## src/rtl/factorial_pkg.sv

```systemverilog
// factorial_pkg: select codes, state encoding and defaults shared by the factorial controller and datapath.
package factorial_pkg;
    localparam int MAX_N_DEF = 12;
    localparam int CNT_W_DEF = 6;
    localparam logic [1:0] WA_HOLD = 2'b00;
    localparam logic [1:0] WA_MUL  = 2'b01;
    localparam logic [1:0] WA_ONE  = 2'b10;
    localparam logic [1:0] WB_LOAD = 2'b00;
    localparam logic [1:0] WB_DEC  = 2'b01;
    localparam logic [1:0] WB_HOLD = 2'b10;
    typedef enum logic [1:0] {IDLE, LOAD, CHECK, DONE} state_t;
endpackage

```

## src/rtl/factorial_ctrl_if.sv

```systemverilog
// factorial_ctrl_if: select/flag link between the factorial controller (master) and datapath (slave).
interface factorial_ctrl_if;
    logic [31:0] N;
    logic [1:0]  waSel;
    logic [1:0]  wbSel;
    logic        z;
    logic [31:0] a;
    modport master (output N, waSel, wbSel, input z, a);
    modport slave (input N, waSel, wbSel, output z, a);
endinterface

```

## src/rtl/factorial_ctrl.sv

```systemverilog
// factorial_ctrl: start/done sequencer for the factorial datapath with operand range check and iteration watchdog.
module factorial_ctrl
    import factorial_pkg::*;
#(
    parameter int MAX_N = MAX_N_DEF,
    parameter int CNT_W = CNT_W_DEF
) (
    input  logic              clk,
    input  logic              rst,
    input  logic              start,
    input  logic [31:0]       n_in,
    output logic              ready,
    output logic              done,
    output logic              err,
    output logic [31:0]       result,
    factorial_ctrl_if.master  dp
);
    localparam logic [31:0]      N_LIMIT  = 32'(MAX_N);
    localparam logic [CNT_W-1:0] CNT_LAST = CNT_W'(MAX_N + 1);
    state_t           state;
    logic [CNT_W-1:0] cnt;
    logic             expired;
    logic             step;
    assign expired = cnt == CNT_LAST;
    // Only the CHECK selects look at z; everything else is a pure function of state.
    assign step     = state == CHECK && !dp.z && !expired;
    assign dp.waSel = state == LOAD ? WA_ONE : step ? WA_MUL : WA_HOLD;
    assign dp.wbSel = state == LOAD ? WB_LOAD : step ? WB_DEC : WB_HOLD;
    always_ff @(posedge clk) begin
        if (rst) begin
            state  <= IDLE;
            ready  <= 1'b1;
            done   <= 1'b0;
            err    <= 1'b0;
            result <= '0;
            dp.N   <= '0;
            cnt    <= '0;
        end else begin
            case (state)
                IDLE: if (start) begin
                    dp.N  <= n_in;
                    cnt   <= '0;
                    ready <= 1'b0;
                    if (n_in > N_LIMIT) begin
                        result <= '0;
                        err    <= 1'b1;
                        done   <= 1'b1;
                        state  <= DONE;
                    end else begin
                        err   <= 1'b0;
                        state <= LOAD;
                    end
                end
                LOAD: state <= CHECK;
                CHECK: if (dp.z) begin
                    result <= dp.a;
                    done   <= 1'b1;
                    state  <= DONE;
                end else if (expired) begin
                    result <= '0;
                    err    <= 1'b1;
                    done   <= 1'b1;
                    state  <= DONE;
                end else begin
                    cnt <= cnt + 1'b1;
                end
                DONE: begin
                    done  <= 1'b0;
                    ready <= 1'b1;
                    state <= IDLE;
                end
                default: state <= IDLE;
            endcase
        end
    end
endmodule

```

## src/flat_wrapper.sv

```systemverilog
// flat-port wrapper written by rule: the top's interface ports become plain ports
module factorial_ctrl_flat import factorial_pkg::*;
#(
    parameter int MAX_N = MAX_N_DEF,
    parameter int CNT_W = CNT_W_DEF
)
  (clk, rst, start, n_in, ready, done, err, result, dp_N, dp_waSel, dp_wbSel, dp_z, dp_a);
  factorial_ctrl_if dp_i ();
  input  logic clk;
  input  logic rst;
  input  logic start;
  input  logic [31:0] n_in;
  output logic ready;
  output logic done;
  output logic err;
  output logic [31:0] result;
  output wire logic [$bits(dp_i.N)-1:0] dp_N;
  output wire logic [$bits(dp_i.waSel)-1:0] dp_waSel;
  output wire logic [$bits(dp_i.wbSel)-1:0] dp_wbSel;
  input wire logic [$bits(dp_i.z)-1:0] dp_z;
  input wire logic [$bits(dp_i.a)-1:0] dp_a;
  assign dp_N = dp_i.N;
  assign dp_waSel = dp_i.waSel;
  assign dp_wbSel = dp_i.wbSel;
  assign dp_i.z = dp_z;
  assign dp_i.a = dp_a;
  factorial_ctrl #(.MAX_N(MAX_N), .CNT_W(CNT_W)) u_core (.clk(clk), .rst(rst), .start(start), .n_in(n_in), .ready(ready), .done(done), .err(err), .result(result), .dp(dp_i));
endmodule
```

## config.mk

```make
export PLATFORM = sky130hd
export DESIGN_NAME = factorial_ctrl_flat
export DESIGN_NICKNAME = d
export VERILOG_FILES = /design/src/rtl/factorial_pkg.sv /design/src/rtl/factorial_ctrl_if.sv /design/src/rtl/factorial_ctrl.sv /design/src/flat_wrapper.sv
export SDC_FILE = /design/constraint.sdc
export NUM_CORES = 1
export LEC_CHECK = 0
export CORE_MARGIN = 4
export CORE_UTILIZATION = 40
export DETAILED_ROUTE_END_ITERATION = 6
export PLACE_DENSITY_LB_ADDON = 0.12
export SETUP_SLACK_MARGIN = 0.02
export SYNTH_ARGS = -nofsm -noshare
export SYNTH_HDL_FRONTEND = slang
export SYNTH_SLANG_ARGS = --single-unit
```

## constraint.sdc

```tcl
create_clock -name clk -period 2.83 [get_ports clk]
set_clock_uncertainty 0.2 [all_clocks]
set_input_delay 0.849 -clock clk [delete_from_list [all_inputs] [get_ports clk]]
set_output_delay 0.849 -clock clk [all_outputs]
set_load 0.02 [all_outputs]
```

==> summary.txt <==
ANT nets after route -> 0
worst vdd ir -> 0.342 mV
vias per cell -> 4.89
site row count -> 30
synth top area cells -> dfxtp_1, a22o_1, nand2_1
synth warn -> 0
height of the die -> 92.4 um
slew of the pin with the lowest slew margin -> 0.397 ns
final setup fails -> 0
CP Launch Type -> primary input
die width -> 92.4 um
CTS tree -> done
CTS HTree Levels -> 3
async set-reset flop share out of synthesis -> 0%
grt ovf -> 0
R2R Path End -> u_core.done
Max Cap Viol -> 0
post-synthesis sequential area ratio -> 52.7%
later-pin clock latency in the skew report -> 0.34 ns
r2r worst-path depth -> 8
Worst Setup End Kind -> register
relative slew slack -> 73.5%
TritonCTS Buffers -> 9
Final min period -> 2.69 ns
CTS Hold Bufs -> 0
Req. time, crit path -> 2.86 ns
most frequent cells after synthesis -> dfxtp_1, nand2_1, a21oi_1
worst-path maximum fanout -> 32
GP Congestion -> 0.769
Synth-to-Final Area Change -> 62.8%
Hold Vio Cnt, Final -> 0
Pleak -> 1.77 nW
status -> finished, final reports clean
CP cell instances -> clkdlybuf4s50_1 -> nor4_1 -> nand4_1 -> nor3_4 -> nor4_2 -> buf_12 -> a22o_1
cell taking the most area after synthesis -> dfxtp_1
first-iteration detailed-routing DRC count -> 68
initial antenna violation count -> 0
vias in the first global route -> 2686
Hold Path Depth -> 2
Core Region -> 6870 sq um
TritonRoute pass-1 iters -> 5
drt total wl -> 7.94 mm
largest net degree at the start of global routing -> 38
Clk Tree Root Cell -> clkbuf_8
most common cell in the netlist -> dfxtp_1
FMAX -> 372 MHz
Finished Layout Cells -> 558
Final HPWL DP -> 5.82 mm
fin worst setup slack -> 0.144 ns
worst setup path class -> in -> reg
Setup WS pre-CTS -> -0.532 ns
PD cells -> 758 nW/um^2
unique cell type count in the Yosys netlist -> 40
Final period util -> 94.9%
WHS -> 0.254 ns
drc violations -> 0
clock sink count -> 75
worst hold path endpoint -> u_core.dp.N[18]
worst hold path startpoint -> u_core.dp.N[18]
Synth Instances -> 307
hold crit path type -> reg -> reg
flops & latches, synth -> 75
Synth top area share -> 52.7%
Clock transition at path regs -> 0.07 ns
PortBufs -> 138
die area -> 8540 sq um
DR vias -> 2727
Synth Flop Type -> dfxtp_1
Largest stage delay, worst path -> 0.43 ns
Mapped Area -> 2850 sq um
RR Startpoint -> u_core.cnt[1]
reg2reg setup slack -> 0.66 ns
Clock Tree Buf Depth -> 2
Slew Viols, Final -> 0
Ports -> 139
number of synthesized flops with an enable pin -> 0
all-layer global routing usage -> 18.6%
Mapped Nets -> 381
share of cells above drive strength 1 -> 11.0%
syn avg cell area -> 9.28 sq um
total negative slack -> 0 ns
first-pass GRT wire length -> 12.7 mm
post-DR wirelength/cell -> 14.2 um
Post-Place Cells -> 542
ant diodes -> 0
Critical-path top delay cell -> clkdlybuf4s50_1
RSZ-0062 raised after global routing -> no
layout net count -> 531
Tot Pwr -> 3.52 mW
crit path DAT -> 2.71 ns
initial core utilization -> 41.5%
[cell usage in the layout, fill, tap and decap left out, types with 2 or more instances in the layout]
| cell type | Yosys | routed |
|---|---|---|
| a211oi_1 | 5 | 5 |
| a21oi_1 | 37 | 37 |
| a22o_1 | 32 | 32 |
| buf_12 | 0 | 2 |
| buf_4 | 4 | 23 |
| clkbuf_1 | 11 | 2 |
| clkbuf_8 | 0 | 9 |
| clkdlybuf4s50_1 | 0 | 133 |
| clkinv_2 | 0 | 3 |
| dfxtp_1 | 75 | 75 |
| ha_1 | 6 | 6 |
| inv_1 | 7 | 7 |
| nand2_1 | 69 | 69 |
| nand3_1 | 4 | 4 |
| nand4_1 | 2 | 2 |
| nor2_1 | 11 | 11 |
| nor2b_1 | 2 | 2 |
| nor4_1 | 9 | 7 |
| nor4_2 | 0 | 2 |
| xnor2_1 | 4 | 4 |
[cells by family (layout without fill, tap and decap cells)]
family                   Yosys count  in the layout  synth area share (%)
AO/OA/AOI/OAI                     86             86                  21.7
XOR/XNOR                           4              4                  1.23
adder cells (fa/ha/maj)            6              6                  2.63
buffers and inverters             29            184                  4.61
flip-flops                        75             75                  52.7
multiplexers                       2              2                 0.747
AND/OR/NAND/NOR                  105            105                  16.4
[critical path, delay by kind of cell]
family | cells | cell delay, ns
and+or+nand+nor | 4 | 0.98
buffers and inverters | 2 | 0.61
AOI/OAI and AO/OA | 1 | 0.25
[final cells by class]
class / count / area (sq um)
clock inverter: 5 / 53.8
clock buffer: 11 / 131
timing repair buffer: 161 / 1570
tap: 96 / 120
fill: 581 / 2230
inverter: 7 / 26.3
sequential: 75 / 1500
multi-input combinational: 203 / 1230
[stage by stage]
stage                     util [%]  instance area [sq um]
after floorplan                  -                   2850
after global placement        64.8                   4450
after detailed placement      64.8                   4450
after CTS                     67.3                   4620
after global routing          67.5                   4640
final                         67.5                   4640
[routing by layer]
metal | vias up | share of wire [%] | global-route usage (%)
li1 | 1372 | - | -
met2 | 84 | 48 | 30.9
met3 | 10 | 9.0 | 7.88
met5 | - | 0 | 0
met4 | 0 | 1.3 | 6.31
met1 | 1261 | 42 | 21.3
[worst max path at each step]
| stage | cells after the start | slack (ns) | to | start |
|---|---|---|---|---|
| floorplan | 4 | 0.15 | dp_wbSel[0] | dp_z |
| global placement | 5 | -0.51 | dp_wbSel[0] | dp_z |
| detailed placement | 5 | -0.53 | dp_wbSel[0] | dp_z |
| CTS | 3 | 0.07 | dp_waSel[1] | u_core.state[1] |
| global route | 7 | 0.04 | dp_wbSel[0] | u_core.cnt[1] |
| finish | 7 | 0.14 | u_core.result[28] | n_in[22] |
[power breakdown]
| part | leakage [nW] | switching [mW] | internal, mW | total, mW |
|---|---|---|---|---|
| combinational | 1.07 | 0.773 | 0.650 | 1.42 |
| sequential | 0.611 | 0.0899 | 1.22 | 1.31 |
| clock | 0.0971 | 0.378 | 0.405 | 0.784 |
| total | 1.77 | 1.24 | 2.28 | 3.52 |
[flip-flops by register name (all words and copies together), names as in the netlist]
name / cells
u_core.dp.N: 32
u_core.result: 32
u_core.cnt: 6
u_core.state: 2
u_core.done: 1
u_core.err: 1
u_core.ready: 1
[repair_timing]
item	4_1_cts	5_1_grt
setup endpoints to repair	3	33
gates resized for setup	15	3
buffers inserted	0	0
Note: power is estimated with default switching activity, not from simulation.
